[src/rtl/jtag_pkg.sv]
// Shared encodings for the JTAG master: TAP state codes, command opcodes,
// controller states and the fixed tick counts of each TMS sequence.
package jtag_pkg;

    // TAP controller state encodings (IEEE 1149.1 numbering)
    localparam logic [3:0] TAP_EX2DR = 4'h0;
    localparam logic [3:0] TAP_EX1DR = 4'h1;
    localparam logic [3:0] TAP_SHDR  = 4'h2;
    localparam logic [3:0] TAP_PAUDR = 4'h3;
    localparam logic [3:0] TAP_SELIR = 4'h4;
    localparam logic [3:0] TAP_UPDDR = 4'h5;
    localparam logic [3:0] TAP_CAPDR = 4'h6;
    localparam logic [3:0] TAP_SELDR = 4'h7;
    localparam logic [3:0] TAP_EX2IR = 4'h8;
    localparam logic [3:0] TAP_EX1IR = 4'h9;
    localparam logic [3:0] TAP_SHIR  = 4'hA;
    localparam logic [3:0] TAP_PAUIR = 4'hB;
    localparam logic [3:0] TAP_RTI   = 4'hC;
    localparam logic [3:0] TAP_UPDIR = 4'hD;
    localparam logic [3:0] TAP_CAPIR = 4'hE;
    localparam logic [3:0] TAP_TLR   = 4'hF;

    typedef enum logic [1:0] {
        OP_RESET = 2'b00,
        OP_IR    = 2'b01,
        OP_DR    = 2'b10,
        OP_IDLE  = 2'b11
    } cmd_op_t;

    typedef enum logic [2:0] {
        ST_INIT,
        ST_IDLE,
        ST_PRE,
        ST_SHIFT,
        ST_POST,
        ST_DONE
    } ctrl_state_t;

    // Tick counts of the fixed parts of each sequence
    localparam int INIT_TICKS   = 6;  // TMS 1,1,1,1,1,0
    localparam int RESET_TICKS  = 6;  // TMS 1,1,1,1,1,0
    localparam int IR_PRE_TICKS = 4;  // TMS 1,1,0,0
    localparam int IR_PRE_ONES  = 2;
    localparam int DR_PRE_TICKS = 3;  // TMS 1,0,0
    localparam int POST_TICKS   = 2;  // TMS 1,0

endpackage

[src/rtl/jtag_tap_mirror.sv]
// Local copy of the target's TAP controller, advanced on every TCK rise so
// software can see which state the target is believed to be in.
module jtag_tap_mirror
    import jtag_pkg::*;
(
    input  logic       CLK,
    input  logic       RST,
    input  logic       tck_rise,
    input  logic       tms,
    output logic [3:0] tap_state
);

    function automatic logic [3:0] tap_next(input logic [3:0] cur, input logic tms_bit);
        logic [3:0] nxt;
        nxt = TAP_TLR;
        case (cur)
            TAP_TLR:   nxt = tms_bit ? TAP_TLR   : TAP_RTI;
            TAP_RTI:   nxt = tms_bit ? TAP_SELDR : TAP_RTI;
            TAP_SELDR: nxt = tms_bit ? TAP_SELIR : TAP_CAPDR;
            TAP_CAPDR: nxt = tms_bit ? TAP_EX1DR : TAP_SHDR;
            TAP_SHDR:  nxt = tms_bit ? TAP_EX1DR : TAP_SHDR;
            TAP_EX1DR: nxt = tms_bit ? TAP_UPDDR : TAP_PAUDR;
            TAP_PAUDR: nxt = tms_bit ? TAP_EX2DR : TAP_PAUDR;
            TAP_EX2DR: nxt = tms_bit ? TAP_UPDDR : TAP_SHDR;
            TAP_UPDDR: nxt = tms_bit ? TAP_SELDR : TAP_RTI;
            TAP_SELIR: nxt = tms_bit ? TAP_TLR   : TAP_CAPIR;
            TAP_CAPIR: nxt = tms_bit ? TAP_EX1IR : TAP_SHIR;
            TAP_SHIR:  nxt = tms_bit ? TAP_EX1IR : TAP_SHIR;
            TAP_EX1IR: nxt = tms_bit ? TAP_UPDIR : TAP_PAUIR;
            TAP_PAUIR: nxt = tms_bit ? TAP_EX2IR : TAP_PAUIR;
            TAP_EX2IR: nxt = tms_bit ? TAP_UPDIR : TAP_SHIR;
            TAP_UPDIR: nxt = tms_bit ? TAP_SELDR : TAP_RTI;
            default:   nxt = TAP_TLR;
        endcase
        return nxt;
    endfunction

    // Advance the mirrored TAP state on each TCK rising edge
    // NOTE: state registers use non-blocking assignments so every flop samples pre-edge values.
    always_ff @(posedge CLK) begin
        if (RST) begin
            tap_state <= TAP_TLR;
        end else if (tck_rise) begin
            tap_state <= tap_next(tap_state, tms);
        end
    end

endmodule

[src/rtl/jtag_master_seq.sv]
// Bus-side JTAG master: accepts reset / IR-scan / DR-scan / idle commands,
// generates TCK/TMS/TDI from the system clock, captures TDO, and always
// parks the TAP in Run-Test/Idle between commands.
module jtag_master_seq
    import jtag_pkg::*;
#(
    parameter int DATA_W  = 32,
    parameter int LEN_W   = 6,
    parameter int CLK_DIV = 4
) (
    input  logic              CLK,
    input  logic              RST,
    input  logic              cmd_valid,
    output logic              cmd_ready,
    input  logic [1:0]        cmd_op,
    input  logic [LEN_W-1:0]  cmd_len,
    input  logic [DATA_W-1:0] cmd_data,
    output logic              rsp_valid,
    output logic [DATA_W-1:0] rsp_data,
    output logic              TCK_O,
    output logic              TMS_O,
    output logic              TDI_O,
    input  logic              TDO_I,
    output logic              busy,
    output logic [3:0]        tap_state
);

    localparam int STEP_W = LEN_W + 1;
    localparam int DIV_W  = (CLK_DIV > 1) ? $clog2(CLK_DIV) : 1;
    localparam logic [DIV_W-1:0] DIV_LAST = DIV_W'(CLK_DIV - 1);

    ctrl_state_t       state, state_nxt;
    logic [STEP_W-1:0] step, step_nxt;
    logic [DIV_W-1:0]  div_cnt;
    cmd_op_t           op_q;
    logic [STEP_W-1:0] len_q;      // effective length, 1..DATA_W
    logic [DATA_W-1:0] data_q;
    logic [DATA_W-1:0] cap_q;
    logic [STEP_W-1:0] len_eff;
    logic [STEP_W-1:0] pre_last;
    logic              running, phase_end, tck_rise, tck_fall, accept;

    // TMS value for the tick that starts in controller state st at step stp
    function automatic logic tick_tms(input ctrl_state_t st, input logic [STEP_W-1:0] stp,
                                      input cmd_op_t op, input logic [STEP_W-1:0] n);
        logic t;
        t = 1'b0;
        case (st)
            ST_INIT: t = (stp < STEP_W'(INIT_TICKS - 1));
            ST_PRE: begin
                case (op)
                    OP_RESET: t = (stp < STEP_W'(RESET_TICKS - 1));
                    OP_IR:    t = (stp < STEP_W'(IR_PRE_ONES));
                    OP_DR:    t = (stp == '0);
                    default:  t = 1'b0;
                endcase
            end
            ST_SHIFT: t = (stp == n - STEP_W'(1));   // leave Shift on the last bit
            ST_POST:  t = (stp == '0);               // Exit1 -> Update, then back to RTI
            default:  t = 1'b0;
        endcase
        return t;
    endfunction

    // TDI value for the tick that starts in controller state st at step stp
    function automatic logic tick_tdi(input ctrl_state_t st, input logic [STEP_W-1:0] stp,
                                      input logic [DATA_W-1:0] data);
        logic [DATA_W-1:0] shifted;
        shifted = data >> stp;
        return (st == ST_SHIFT) && shifted[0];
    endfunction

    assign running   = state inside {ST_INIT, ST_PRE, ST_SHIFT, ST_POST};
    assign phase_end = running && (div_cnt == DIV_LAST);
    assign tck_rise  = phase_end && !TCK_O;
    assign tck_fall  = phase_end && TCK_O;
    assign cmd_ready = (state == ST_IDLE);
    assign busy      = !cmd_ready;
    assign accept    = cmd_valid && cmd_ready;
    assign rsp_data  = cap_q;

    // Normalise the requested length and pick the last preamble step
    // NOTE: every signal written here gets a default first so no latch is inferred.
    always_comb begin
        len_eff = STEP_W'(cmd_len);
        if (cmd_len == '0) begin
            len_eff = STEP_W'(1);
        end else if (STEP_W'(cmd_len) > STEP_W'(DATA_W)) begin
            len_eff = STEP_W'(DATA_W);
        end
        pre_last = STEP_W'(DR_PRE_TICKS - 1);
        case (op_q)
            OP_RESET: pre_last = STEP_W'(RESET_TICKS - 1);
            OP_IR:    pre_last = STEP_W'(IR_PRE_TICKS - 1);
            OP_DR:    pre_last = STEP_W'(DR_PRE_TICKS - 1);
            OP_IDLE:  pre_last = len_q - STEP_W'(1);
            default:  pre_last = STEP_W'(DR_PRE_TICKS - 1);
        endcase
    end

    // Controller next state: phases advance only at the end of a tick
    always_comb begin
        state_nxt = state;
        step_nxt  = step;
        case (state)
            ST_INIT: begin
                if (tck_fall) begin
                    if (step == STEP_W'(INIT_TICKS - 1)) begin
                        state_nxt = ST_IDLE;
                        step_nxt  = '0;
                    end else begin
                        step_nxt = step + STEP_W'(1);
                    end
                end
            end
            ST_IDLE: begin
                if (accept) begin
                    state_nxt = ST_PRE;
                    step_nxt  = '0;
                end
            end
            ST_PRE: begin
                if (tck_fall) begin
                    if (step == pre_last) begin
                        state_nxt = (op_q == OP_IR || op_q == OP_DR) ? ST_SHIFT : ST_DONE;
                        step_nxt  = '0;
                    end else begin
                        step_nxt = step + STEP_W'(1);
                    end
                end
            end
            ST_SHIFT: begin
                if (tck_fall) begin
                    if (step == len_q - STEP_W'(1)) begin
                        state_nxt = ST_POST;
                        step_nxt  = '0;
                    end else begin
                        step_nxt = step + STEP_W'(1);
                    end
                end
            end
            ST_POST: begin
                if (tck_fall) begin
                    if (step == STEP_W'(POST_TICKS - 1)) begin
                        state_nxt = ST_DONE;
                        step_nxt  = '0;
                    end else begin
                        step_nxt = step + STEP_W'(1);
                    end
                end
            end
            ST_DONE:  state_nxt = ST_IDLE;
            default:  state_nxt = ST_INIT;
        endcase
    end

    // Controller state and step counter
    always_ff @(posedge CLK) begin
        if (RST) begin
            state <= ST_INIT;
            step  <= '0;
        end else begin
            state <= state_nxt;
            step  <= step_nxt;
        end
    end

    // Latch the command on accept with its length already normalised
    // NOTE: payload registers carry no reset; they are always written on accept before use.
    always_ff @(posedge CLK) begin
        if (accept) begin
            op_q   <= cmd_op_t'(cmd_op);
            len_q  <= len_eff;
            data_q <= cmd_data;
        end
    end

    // Tick generator: CLK_DIV cycles low, CLK_DIV cycles high, parked low when idle
    always_ff @(posedge CLK) begin
        if (RST || !running) begin
            div_cnt <= '0;
            TCK_O   <= 1'b0;
        end else if (phase_end) begin
            div_cnt <= '0;
            TCK_O   <= !TCK_O;
        end else begin
            div_cnt <= div_cnt + DIV_W'(1);
        end
    end

    // TMS/TDI are set up at the start of each tick's low phase
    always_ff @(posedge CLK) begin
        if (RST) begin
            TMS_O <= 1'b1;
            TDI_O <= 1'b0;
        end else if (accept) begin
            TMS_O <= tick_tms(ST_PRE, '0, cmd_op_t'(cmd_op), len_eff);
            TDI_O <= 1'b0;
        end else if (tck_fall) begin
            TMS_O <= tick_tms(state_nxt, step_nxt, op_q, len_q);
            TDI_O <= tick_tdi(state_nxt, step_nxt, data_q);
        end
    end

    // Capture TDO on shift-tick rises; pulse rsp_valid as the controller returns to IDLE
    always_ff @(posedge CLK) begin
        if (RST) begin
            cap_q     <= '0;
            rsp_valid <= 1'b0;
        end else begin
            rsp_valid <= (state == ST_DONE);
            if (accept) begin
                cap_q <= '0;
            end else if (tck_rise && state == ST_SHIFT) begin
                cap_q <= cap_q | (DATA_W'(TDO_I) << step);
            end
        end
    end

    jtag_tap_mirror u_tap_mirror (
        .CLK       (CLK),
        .RST       (RST),
        .tck_rise  (tck_rise),
        .tms       (TMS_O),
        .tap_state (tap_state)
    );

endmodule
[config.mk]
export PLATFORM = sky130hd
export DESIGN_NAME = jtag_master_seq
export DESIGN_NICKNAME = d
export VERILOG_FILES = /design/src/rtl/jtag_pkg.sv /design/src/rtl/jtag_tap_mirror.sv /design/src/rtl/jtag_master_seq.sv
export SDC_FILE = /design/constraint.sdc
export NUM_CORES = 1
export LEC_CHECK = 0
export BUFFER_PORTS_ARGS = -buffer_cell sky130_fd_sc_hd__buf_4
export CORE_ASPECT_RATIO = 1.1
export CORE_UTILIZATION = 35
export CTS_CLUSTER_SIZE = 12
export DETAILED_ROUTE_END_ITERATION = 6
export PLACE_DENSITY = 0.56
export SYNTH_ARGS = -nofsm -noshare
export SYNTH_HDL_FRONTEND = slang
export SYNTH_SLANG_ARGS = --single-unit
[constraint.sdc]
create_clock -name CLK -period 7.4 [get_ports CLK]
set_input_delay 0 -clock CLK [delete_from_list [all_inputs] [get_ports CLK]]
set_output_delay 0 -clock CLK [all_outputs]
set_load 0.1 [all_outputs]
==> results.ini <==
[yosys]
yosysUniqueCellTypes=79
synth_nets=594
ys_ff_latch=92
syn_avg_cell_area_um2=9.36
ys.flop_type=dfxtp_1
syn_area_um2=5070
synthArstFlopShare=0
synth_edf_count=40
yosysSeqAreaShare=0.443
netlist_instances=541
yosys_warnings=0

[worst_setup_path]
crit_start=len_q[0]
critPathKind=flip-flop to flip-flop
cp-end-kind=flip-flop
worstReg2RegStart=len_q[0]
critPathMaxFanout=7
cp.required_ns=7.64
cp-start-kind=flip-flop
critPathArrivalTime_ns=4.16

[drt]
drt-total-wl_mm=13.6
wl_per_cell_um=16.2
drc=0
wl_met2_mm=6.52
wl_met3_um=632
drt-initial-drc-count=248
avgViaCountPerCell=5.27
maxUsedRoutingLayer=met4
first_pass_iters=4
ant_nets=0
via_count=4426
met1_length_mm=6.09

[sta]
rsz0062_at_grt=no
finalSetupViolCount=0
clock.fmax_ghz=0.255
final.setup.tns_ns=0
slew_headroom=0.465
maxSlewViolCount=0
fin_worst_skew_ns=0.0103
holdWs_ns=0.198
tightest_slew_ns=0.791
finalCriticalPeriod_ns=3.92
setup_ws_ns=3.48
timing.final.crit_share=0.530
hold_viol_final=0

[clock_network]
cts_buffers=9
clk_latency_ns=0.35
cts_buffer_depth=2
cts_tree=yes
post_cts_buffers=0
cts_max_level=3
cts_root_buf=clkbuf_16
clkTransAtPathRegs_ns=0.07
clock_sinks=92

[power]
p_seq_frac=0.489
clockPowerShare=0.451
internal_power_mw=0.854
peakVddDrop_uv=115
swShare=0.218
combPwrFrac=0.061
p_leak_nw=2.49
power.density_nw_per_um2=167
power_switching_mw=0.239

[final_layout]
postLayoutCellArea_um2=6540
layout_commonest_cell=buf_4
syn_to_final_growth_pct=29.0
fin_nets=700
diodes=0
drive_gt1_frac=0.207
post-route-util=0.468
mostFrequentLayoutCells=89 x buf_4, 74 x nor2_1, 52 x dfxtp_1, 45 x a21oi_1, 41 x dlygate4sd3_1

[grt]
overflow=0
grtUsageTotal=0.193
grt_pass1_wl_mm=21.8
grt_max_degree=41
antenna_found_initial=0
grt_pass1_vias=4421

[hold_path]
hp-class=input port to flip-flop
hold_start=cmd_valid

[run_status]
outcome=finished clean

[floorplan]
pin_count=86
start_util=0.363
std_cell_rows=45
die_h_um=128
fp.dieW_um=117
core-area_um2=14000
dieArea_um2=15000

[placed_design]
dp_slack_ns=3.51
dp_hpwl_mm=9.69
placed_area_um2=5810
port_buffers=85
place.gp.congestion=0.931

[job]
max-cap-violations=0

[final cells by class]
type / count / area (um^2)
fill: 1358 / 7430
multi-input combinational: 394 / 2590
sequential: 92 / 2240
timing repair buffer: 130 / 1080
clock buffer: 10 / 250
tap: 188 / 235
inverter: 20 / 75.1
clock inverter: 6 / 68.8
[sequential cells by signal, summed over array words and instances, names as in the netlist]
name,count
step,7
u_tap_mirror.tap_state,4
len_q,6
rsp_valid,1
TMS_O,1
op_q,2
state,3
rsp_data,32
div_cnt,2
data_q,32
TCK_O,1
TDI_O,1
[worst paths after layout]
check,end,slack (ns),depth (start not counted)
max,TDI_O,3.48,13
min,state[1],0.20,4
max reg2reg,TDI_O,3.48,13
min reg2reg,div_cnt[0],0.43,1
[per-layer routing]
layer	up-vias	global-route usage
met5	-	0
met2	129	0.315
met1	2067	0.240
met4	0	0.0886
li1	2198	-
met3	32	0.0444
[through the flow]
step / instances / power (mW)
after CTS: 840 / 1.10
after global placement: 783 / 0.593
after floorplan: 541 / 0.570
final: 840 / 1.09
after detailed placement: 783 / 0.594
after global routing: 840 / 1.13
[logic make-up after synthesis]
group	synth area share
and+or+nand+nor	0.203
adders and majority gates	0.0222
muxes	0.0225
xor gates and xnor gates	0.0363
DFF	0.443
buffers and inverters	0.0469
AOI/OAI and AO/OA	0.226
[synthesized netlist by cell type, types with 12 or more instances]
library cell	n	area share
a21oi_1	45	0.044
nand2_1	30	0.022
edfxtp_1	40	0.24
dfxtp_1	52	0.21
a211oi_1	12	0.018
nand3_1	12	0.012
nor2_1	74	0.055
xnor2_1	17	0.029
inv_1	20	0.015
nor3_1	14	0.014
o21ai_0	17	0.017
clkbuf_1	25	0.019
[power by group through the flow]
stage          clock network, mW  registers (mW)  logic, mW
2_1_floorplan                  0           0.553     0.0165
3_3_place_gp                   0           0.545     0.0478
5_1_grt                    0.526           0.534     0.0720
6_report                   0.492           0.534     0.0663
4_1_cts                    0.504           0.534     0.0660
3_5_place_dp                   0           0.545     0.0489
[critical path, cell delays in order, from the launching register on]
cell and delay, ns:
edfxtp_1 0.51, inv_1 0.12, ha_1 0.23, nor3b_2 0.34, o311ai_0 0.19, nor4b_2 0.41, a21oi_1 0.20, or2_1 0.29
o21ai_0 0.35, mux2_2 0.38, a221oi_1 0.29, a22oi_1 0.13, a211oi_1 0.31, a2111oi_2 0.05
[timing repair]
item	4_1_cts	5_1_grt
resized for setup	0	0
hold buffers	41	0
hold endpoints to repair	53	0
Note: power is estimated with default switching activity, not from simulation.
